**src/rtl/bcd_scan_counter.sv**
```systemverilog
// Purpose: 4-digit BCD up/down counter clocked by a synchronised data-level tick, scanned to one LS48 decoder.
// Latency: count moves SYNC_STAGES+1 posedges after tick_in rises; display outputs track count in the same edge.
// Backpressure: none; ticks arriving with en=0 or clr=1 are dropped. Optional macro: LEAD_ZERO_BLANK_EN.
module bcd_scan_counter #(
   parameter int SCAN_DIV    = 50000,
   parameter int SYNC_STAGES = 2
) (
   input  logic        clk_50M,
   input  logic        rst_n,
   input  logic        tick_in,
   input  logic        en,
   input  logic        up_dn,
   input  logic        clr,
   output logic [15:0] count,
   output logic        wrap,
   output logic [3:0]  digit_sel_n,
   output logic [3:0]  bcd_out,
   output logic        blank_n
);

   localparam int SCAN_W = (SCAN_DIV > 1) ? $clog2(SCAN_DIV) : 1;
   localparam logic [SCAN_W-1:0] SCAN_LAST = SCAN_W'(SCAN_DIV - 1);

   logic [SYNC_STAGES-1:0] sync_q;
   logic                   edge_q;
   logic                   pulse;
   logic [SCAN_W-1:0]      scan_cnt;
   logic                   scan_last;
   logic [1:0]             idx;
   logic [1:0]             idx_nxt;
   logic [15:0]            count_nxt;
   logic                   wrap_nxt;
   logic [16:0]            bcd_step_res;
   logic [3:0]             dsel_nxt;
   logic [3:0]             bcd_nxt;
   logic                   blank_nxt;

   // Single BCD increment/decrement across all four digits; bit 16 flags a full wrap.
   function automatic logic [16:0] bcd_step(input logic [15:0] v, input logic up);
      logic [15:0] r;
      logic        carry;
      logic [3:0]  nib;
      r     = v;
      carry = 1'b1;
      for (int i = 0; i < 4; i++) begin
         nib = v[4*i +: 4];
         if (carry) begin
            if (up) begin
               if (nib == 4'd9) begin
                  r[4*i +: 4] = 4'd0;
               end else begin
                  r[4*i +: 4] = nib + 4'd1;
                  carry       = 1'b0;
               end
            end else begin
               if (nib == 4'd0) begin
                  r[4*i +: 4] = 4'd9;
               end else begin
                  r[4*i +: 4] = nib - 4'd1;
                  carry       = 1'b0;
               end
            end
         end
      end
      return {carry, r};
   endfunction

   assign pulse = sync_q[SYNC_STAGES-1] & ~edge_q;

   // Synchroniser chain plus edge flop; all ones at reset so a tick held high through reset never fires.
   always_ff @(posedge clk_50M) begin
      if (!rst_n) begin
         sync_q <= '1;
         edge_q <= 1'b1;
      end else begin
         sync_q <= {sync_q[SYNC_STAGES-2:0], tick_in};
         edge_q <= sync_q[SYNC_STAGES-1];
      end
   end

   // Next count: clear beats a tick, a tick only counts when enabled, otherwise hold.
   always_comb begin
      count_nxt    = count;
      wrap_nxt     = 1'b0;
      bcd_step_res = bcd_step(count, up_dn);
      if (clr) begin
         count_nxt = '0;
      end else if (pulse && en) begin
         count_nxt = bcd_step_res[15:0];
         wrap_nxt  = bcd_step_res[16];
      end
   end

   // Count register with its wrap flag, so wrap is high while the wrapped value is on count.
   always_ff @(posedge clk_50M) begin
      if (!rst_n) begin
         count <= '0;
         wrap  <= 1'b0;
      end else begin
         count <= count_nxt;
         wrap  <= wrap_nxt;
      end
   end

   assign scan_last = (scan_cnt == SCAN_LAST);
   assign idx_nxt   = scan_last ? idx + 2'd1 : idx;

   // Free-running scan timer; the digit index steps once per SCAN_DIV cycles regardless of en/clr.
   always_ff @(posedge clk_50M) begin
      if (!rst_n) begin
         scan_cnt <= '0;
         idx      <= 2'd0;
      end else begin
         scan_cnt <= scan_last ? '0 : scan_cnt + 1'b1;
         idx      <= idx_nxt;
      end
   end

`ifdef LEAD_ZERO_BLANK_EN
   logic lz1, lz2, lz3;
   // A digit is a leading zero when it and every higher digit of the next count are zero.
   always_comb begin
      lz3       = (count_nxt[15:12] == 4'd0);
      lz2       = lz3 && (count_nxt[11:8] == 4'd0);
      lz1       = lz2 && (count_nxt[7:4] == 4'd0);
      blank_nxt = ~(((idx_nxt == 2'd1) && lz1) ||
                    ((idx_nxt == 2'd2) && lz2) ||
                    ((idx_nxt == 2'd3) && lz3));
   end
`else
   assign blank_nxt = 1'b1;
`endif

   // Display values come from next-state index and count, so they line up with idx/count edge for edge.
   always_comb begin
      dsel_nxt = ~(4'b0001 << idx_nxt);
      bcd_nxt  = count_nxt[{idx_nxt, 2'b00} +: 4];
   end

   // Enable, nibble and blank share one register stage so they switch together without glitches.
   always_ff @(posedge clk_50M) begin
      if (!rst_n) begin
         digit_sel_n <= 4'b1110;
         bcd_out     <= 4'd0;
         blank_n     <= 1'b1;
      end else begin
         digit_sel_n <= dsel_nxt;
         bcd_out     <= bcd_nxt;
         blank_n     <= blank_nxt;
      end
   end

endmodule

```
**config.mk**
```make
export PLATFORM = sky130hd
export DESIGN_NAME = bcd_scan_counter
export DESIGN_NICKNAME = d
export VERILOG_FILES = /design/src/rtl/bcd_scan_counter.sv
export SDC_FILE = /design/constraint.sdc
export NUM_CORES = 1
export LEC_CHECK = 0
export ABC_AREA = 1
export CAP_MARGIN = 20
export CORE_UTILIZATION = 45
export CTS_BUF_LIST = sky130_fd_sc_hd__clkbuf_4 sky130_fd_sc_hd__clkbuf_8
export CTS_CLUSTER_DIAMETER = 100
export DETAILED_ROUTE_END_ITERATION = 10
export HOLD_SLACK_MARGIN = 0.03
export PLACE_DENSITY = 0.68
export SLEW_MARGIN = 10
export SYNTH_ARGS = -nofsm -noshare
export SYNTH_HDL_FRONTEND = slang
export SYNTH_SLANG_ARGS = --single-unit
export TNS_END_PERCENT = 20
```
**constraint.sdc**
```tcl
create_clock -name clk_50M -period 1.9 [get_ports clk_50M]
set_input_delay 0.475 -clock clk_50M [delete_from_list [all_inputs] [get_ports clk_50M]]
set_output_delay 0.475 -clock clk_50M [all_outputs]
set_load 0.1 [all_outputs]
```
== Yosys cells after proc, flatten, opt, wreduce, memory -nomap -nowiden ==
Cells that the tools add are included.
Cells by class
  add/subtract/negate cells: 10
  equality and inequality tests: 5
  shift-type cells: 2
  mux-type cells: 32
  bitwise logic cells: 6
  reduce and logical (&&, ||, !) cells: 7
Operator list (number)
  4-bit 2-to-1 mux: 15
  16-bit 2-to-1 mux: 2
  16-bit by 1-bit adder with 16-bit output, second input constant: 1
  4-bit by 1-bit adder with 4-bit output, second input constant: 4
  16-bit == test, second input constant: 1
  4-bit == test, second input constant: 4
  4-bit logical NOT: 4
  16-bit by 5-bit indexed part select with 4-bit output: 1
  4-bit by 1-bit subtractor with 4-bit output, second input constant: 4
  1-bit 2-to-1 mux: 14
  1-bit NOT: 4
  4-bit NOT: 1
  4-bit OR reduction: 1
  1-bit by 2-bit left shift with 4-bit output, first input constant: 1
  2-bit by 1-bit adder with 2-bit output, second input constant: 1
  2-bit 2-to-1 mux: 1
  2-bit OR reduction: 1
  1-bit bitwise AND: 1
  1-bit logical AND: 1
Word-level totals
  register bits after elaboration: 46
  input port bits: 6
  output and inout bits: 26
  logic and storage cells: 70

== Logic depth before layout (Yosys ltp) ==
Gate-level depths: netlist of the first run.
  depth in word-level cells: 9
  depth in mapped cells: 15
  gate-level depth less buffers: 15

== Worst setup path after synthesis of the first run ==
Ideal clock, no wire load.
  kind: flip-flop to flip-flop
  start: register count[0]
  end: register bcd_out[1]
  library setup time: 0.056 ns
  data arrival time: 2.356 ns
  data required time: 1.844 ns
  path slack: -0.511 ns
  stages on the path, launching flop included: 14
  path buffers: 0
  clock period less this slack: 2.411 ns
  cell sequence: dfxtp_1 -> inv_1 -> ha_1 -> nand2_1 -> nand2_2 -> inv_2 -> nor2_8 -> nand2_1 -> nand2_1 -> nand3_1 -> nand3_1 -> nand2_1 -> nand2_1 -> inv_1
On the way
  cells in the longest elaborated chain, start to end: 9
  elaborated cells on any way between the ends: 18
  those cells by class: add/sub: 2; eq/ne: 1; shift: 1; mux: 13; reduce/logical: 1
Ends and longest elaborated chain
  start: declaration: line 14  | output logic [15:0] count,
  start signal: assignment: line 100  | count <= count_nxt;
  4-bit == test or 4-bit logical NOT (tied branches): line 49, 56
  1-bit 2-to-1 mux, on equally long branches: line 49, 56
  1-bit 2-to-1 mux: line 48  | if (up) begin
  1-bit 2-to-1 mux (2 in series): line 47  | if (carry) begin
  4-bit 2-to-1 mux: line 47
  16-bit 2-to-1 mux *: line 88  | end else if (pulse && en) begin
  16-bit 2-to-1 mux *: line 86  | if (clr) begin
  16-bit by 5-bit indexed part select with 4-bit output *: line 137  | bcd_nxt = count_nxt[{idx_nxt, 2'b00} +: 4];
  end signal: assignment: line 148  | bcd_out <= bcd_nxt;
  end: declaration: line 17  | output logic [3:0] bcd_out,
Every way passes the cells marked *; elsewhere a longest branch is shown, timed or not.
A chain may end at the register's enable or synchronous reset.

== Final worst setup path of the first run ==
  start: register count[5]
  end: register bcd_out[1]
Same word-level chain as after synthesis.

==> metrics.txt, run 1 <==
clock period minus worst slack=1.78 ns; Post-CTS Repair Setup Buffers=0; flop and latch count out of synthesis=46; 1st-iter DRT viols=99; type of destination of the critical path=flop; die span in y=82.6 µm; CTS tree=yes; placed instance count=540; per-instance average area after synthesis=7.17 µm²; total global routing track utilization=0.203; Final Hold Viols=0; RSZ-0062 raised after global routing=no; placement row count=29; Num CTS Buffers=5; estimated wirelength of the detail-placed design=4980 µm; total of max-cap violations=0; post-CTS sizing=0; largest clock skew in the final design=0.00814 ns; ratio of total power to cell area=449 nW/µm²; Nets=491; length in cells of the worst reg-to-reg path=13; area of the core=6310 µm²; library cells used by synthesis=38; clk sinks=46; origin of the worst setup path=count[5]; Setup Crit Path Kind=reg -> reg; post-synthesis cell type with the largest combined area=dfxtp_1; Reg2Reg Setup Slack=0.12 ns; Area growth syn-to-layout=34.1%; Placer Congestion=0.868; number of global-route vias before repair=2414; outcome=finished, final reports clean; count of inserted antenna diode cells=0; ports placed on the boundary=32; final wirelength=6360 µm; share of the synthesized area in the top cell type=0.315; wire length of the first global-routing pass=10600 µm; Layout Utilization=0.621; share of cells above drive strength 1=0.291; Die Width=82.6 µm; H-tree levels=2; worst-skew pair later-pin latency=0.31 ns; overflow left after global routing=0; via count=2709; max-slew violation count=0; Final period util=0.935; min-delay worst type=reg -> reg; library cell used as clock root buffer=clkbuf_8; clock transition at the registers of the reported paths=0.09 ns; post-synthesis cell area=2930 µm²; routed len/inst=11.6 µm; leading post-synthesis cells by cell area=dfxtp_1, nand2_1, ha_1; Synthesis Warnings=0; data arrival time of the critical path=1.99 ns; maximum buffer depth of the clock tree=2; leakage power=1.76 nW; initial standard-cell utilization of the core=0.464; worst hold slack=0.419 ns; routed via count divided by cell count=4.94; critical path fanouts, max=5; Antenna Violating Nets Remaining=0; required time of the worst setup path=2.12 ns; endpoint of the worst register-to-register path=bcd_out[1]; non-filler instance count after layout=548; DRC violations left=0; net count of the mapped netlist=429; total of endpoints with negative setup slack in the final report=0; worst reg2reg startpoint=count[5]; pin count of the biggest net entering global routing=17; maximum clock frequency=563 MHz; hold_buf cts=0; number of antenna violations at the first check in global routing=0; Die Outline Area=6830 µm²; Synth Instances=408; number of fillers in the final layout=585; Critical Path Sink=bcd_out[1]; type of element launching the critical path=flop; DRT Pass-1 Iters=4; fraction of the yosys area taken by sequential cells=0.315; Port-buffer cells=30; Worst VDD drop=278 µV
-- power breakdown --
part	internal (mW)	leakage (nW)	total [mW]	switching (mW)
clock	0.259	0.0441	0.605	0.346
sequential	0.966	0.382	0.975	0.00862
combinational	0.0793	1.33	0.184	0.105
-- worst min path at each step --
| stage | slack (ns) | startpoint | depth (start not counted) | end |
|---|---|---|---|---|
| after floorplan | 0.39 | idx[1] | 1 | digit_sel_n[3] |
| after detailed placement | 0.40 | sync_q[0] | 1 | sync_q[1] |
| final | 0.42 | sync_q[0] | 1 | sync_q[1] |
| after global routing | 0.43 | sync_q[0] | 1 | sync_q[1] |
| after global placement | 0.40 | sync_q[0] | 1 | sync_q[1] |
| after CTS | 0.42 | sync_q[0] | 1 | sync_q[1] |
-- routing by layer --
layer,vias to the layer above,global-route usage,share of wire,wire length (µm)
li1,1432,-,-,-
met1,1220,0.261,0.47,3000
met2,48,0.341,0.48,3070
met3,9,0.0330,0.030,192
met4,0,0.0690,0.014,91
met5,-,0,0,0
-- sequential cells by signal, indices dropped and copies added, names as in the netlist --
signal,flops
sync_q,2
count,16
wrap,1
idx,2
digit_sel_n,4
scan_cnt,16
bcd_out,4
edge_q,1
-- logic make-up (layout without fill, tap and decap cells) --
kind of cell | Yosys count | after routing | synth area share
AOI/OAI and AO/OA | 39 | 39 | 0.0752
adders and majority gates | 15 | 15 | 0.0641
xor gates and xnor gates | 15 | 15 | 0.0449
buffers and inverters | 57 | 120 | 0.0851
other | 1 | 1 | 0.00128
DFF | 46 | 46 | 0.315
and+or+nand+nor | 235 | 235 | 0.415
-- cells in the final DEF (no fill, tap or decap), types with 2 or more instances in the layout --
cell,count
a31oi_1,2
nor2_2,4
nor2_4,5
inv_1,37
dfxtp_1,30
buf_4,31
xor2_1,9
nor2_8,2
o21ai_1,4
xnor2_1,6
ha_1,15
nor3_1,5
nand4_1,9
or2_2,7
nor3b_1,2
dfxtp_2,11
o211ai_1,3
nand2_4,7
clkbuf_8,5
dfxtp_4,5
nand2_1,93
nand2_2,8
inv_4,2
nand3_1,37
nand3_4,3
inv_2,9
o21ai_0,6
buf_12,27
nand3_2,3
clkdlybuf4s50_1,4
nor2_1,45
a21oi_1,22
-- stage by stage --
step / power [mW] / instance area (µm²) / setup slack (ns) / setup TNS, ns
6_report: 1.76 / 3920 / 0.124 / 0
5_1_grt: 1.84 / 3920 / 0.000505 / 0
4_1_cts: 1.78 / 3910 / 0.0662 / 0
3_5_place_dp: 1.18 / 3820 / -0.242 / -2.61
3_3_place_gp: 1.18 / 3820 / -0.221 / -2.38
2_1_floorplan: 1.11 / 2960 / -0.00761 / -0.00761
-- area by class of cell --
cell class              instances  area, µm²  area share
inverters                      48        185      0.0472
flip-flops and latches         46        953       0.243
repair buffers                 64        837       0.213
well taps                      77       96.3      0.0246
clock buffers                   5       68.8      0.0175
multi-input cells             305       1760       0.449
clock inverters                 3       21.3     0.00542
-- cell usage after synthesis (all sizes together) --
cell and count:
nand2 108, nor2 56, inv 48, dfxtp 46, nand3 43, a21oi 22, ha 15, o21ai 12
nand4 10, xor2 9, buf 7, or2 7, nor3 6, xnor2 6, o211ai 3, a31oi 2
clkbuf 2, nor3b 2, and2 1, and3 1, conb 1, nand3b 1
-- critical path, stage by stage, from the launching register on --
cell,delay [ns]
dfxtp_2,0.36
inv_1,0.14
ha_1,0.22
nand4_2,0.20
nand2_4,0.15
nand2_2,0.08
inv_2,0.05
nand2_1,0.08
nand2_1,0.11
nand3_1,0.08
nand3_1,0.07
nand2_1,0.06
nand2_1,0.05
inv_1,0.03
Power figures use the tool's default switching activity.
==> run 2, diff against run 1 <==
- CORE_MARGIN: default -> 5
==> run 2 against run 1 <==
Against the previous run:
- register-to-register slack better by 0.02 ns
- sequential cell count unchanged
- non-clock buffer count down 9
- total power up 6.6%
- combinational power down 8%
- final cell count down 1.6%
- fmax up 0.12%
- core utilization down 1.4 points
- count of clock-buffer cells in the layout unchanged
- clock skew down 0.0027 ns
- setup slack better by 0.0021 ns
- sequential share of layout area up 0.41 points
- largest cell class unchanged
- highest routed layer unchanged
==> metrics.txt, run 2 (synthesized netlist as in run 1, its figures left out) <==
initial standard-cell utilization of the core=0.461; global routing usage on met2=0.272; min-delay worst type=reg -> reg; worst hold path depth=1; Nets=482; met1 global-route usage=0.211; length in cells of the worst reg-to-reg path=12; relative contribution of sequential cells to total power=0.518; hold_buf cts=0; wire length of the first global-routing pass=11600 µm; critical path fanouts, max=6; clock transition at the registers of the reported paths=0.09 ns; DRC violations left=0; Die Width=90.6 µm; RSZ-0062 raised after global routing=yes; Port-buffer cells=30; required time of the worst setup path=2.10 ns; most frequent cells in the layout=nand2_1, nor2_1, inv_1, nand3_1, dfxtp_1; DRT Pass-1 Iters=4; number of global-route vias before repair=2605; routed len/inst=12.1 µm; Final period util=0.933; leading cell type in the layout, fill and taps excluded=nand2_1; CTS tree=yes; busiest metal layer after global routing=met2; max-slew violation count=0; Die Outline Area=8220 µm²; worst-skew pair later-pin latency=0.30 ns; die span in y=90.6 µm; type of destination of the critical path=flop; library cell used as clock root buffer=clkbuf_8; outcome=finished, final reports clean; Area growth syn-to-layout=31.9%; via count=2699; Setup TNS Final=0 ns; share of power burned in combinational logic=0.090; area of the core=6350 µm²; share of cells above drive strength 1=0.275; Tot Pwr=1.88 mW; Worst VDD drop=376 µV; ratio of total power to cell area=487 nW/µm²; sw power=0.453 mW; total global routing track utilization=0.165; Num CTS Buffers=5; switching fraction of total power=0.241; clock period minus worst slack=1.77 ns; data arrival time of the critical path=1.98 ns; pin count of the biggest net entering global routing=17; largest clock skew in the final design=0.00542 ns; ports placed on the boundary=32; H-tree levels=2; routed via count divided by cell count=5.01; worst hold slack=0.417 ns; Final Hold Viols=0; leakage power=1.72 nW; Setup Crit Path Kind=in -> reg; met3 GRT Util=0.0308; Internal Pwr Total=1.43 mW; total of max-cap violations=0; estimated wirelength of the detail-placed design=5150 µm; 1st-iter DRT viols=122; Antenna Violating Nets Remaining=0; Placer Congestion=0.933; share of total power in the clock network=0.392; maximum buffer depth of the clock tree=2; type of element launching the critical path=input port; final wirelength=6500 µm; count of inserted antenna diode cells=0; clk sinks=46; placement row count=29; maximum clock frequency=564 MHz; total of endpoints with negative setup slack in the final report=0; number of antenna violations at the first check in global routing=0; overflow left after global routing=0; registers with the most flip-flops=count (16), scan_cnt (16)
-- run 2: what timing repair did --
action / 4_1_cts / 5_1_grt
buffers inserted: 0 / 1
pin swaps: 0 / 0
resized for setup: 1 / 3
hold endpoints to repair: 0 / 0
endpoints found under the setup margin: 1 / 4
-- run 2: power groups by stage --
stage	registers [mW]	logic [mW]	clock network, mW
final	0.974	0.169	0.737
after global routing	0.977	0.184	0.798
after CTS	0.975	0.169	0.758
after detailed placement	0.997	0.169	0
after global placement	0.997	0.167	0
after floorplan	1.01	0.0974	0
-- run 2: routing by layer --
layer / vias to the layer above / share of wire
met5: - / 0
met4: 0 / 0.020
met3: 14 / 0.036
met2: 55 / 0.48
met1: 1223 / 0.47
li1: 1407 / -
-- run 2: stage by stage --
step	setup slack, ns	instance area, µm²	utilization	std cells
after floorplan	-0.00761	2960	-	408
after global placement	-0.267	3730	0.588	530
after detailed placement	-0.310	3730	0.588	530
after CTS	0.0908	3850	0.606	538
after global routing	-0.0199	3860	0.608	539
final	0.126	3860	0.608	539
-- run 2: cell type report --
type | count | area (µm²)
clock inverter | 3 | 43.8
tap | 77 | 96.3
sequential | 46 | 953
clock buffer | 5 | 68.8
timing repair buffer | 55 | 749
multi-input combinational | 305 | 1760
inverter | 48 | 185
fill | 576 | 2490
-- run 2: critical path, cell delays in order --
cell	delay [ns]
clkdlybuf4s50_1	0.45
nand2_1	0.07
nor2_4	0.22
buf_4	0.16
nand2_1	0.05
o21ai_1	0.24
nor2_1	0.07
nor2_1	0.09
nand2_1	0.05
nand2_1	0.05
nor2_1	0.04
-- run 2: path summary, 6_finish.rpt --
| path | from | to | slack, ns |
|---|---|---|---|
| hold reg to reg | sync_q[0] | sync_q[1] | 0.42 |
| setup / recovery | en | bcd_out[0] | 0.13 |
| hold / removal | sync_q[0] | sync_q[1] | 0.42 |
| setup reg to reg | count[0] | bcd_out[2] | 0.14 |
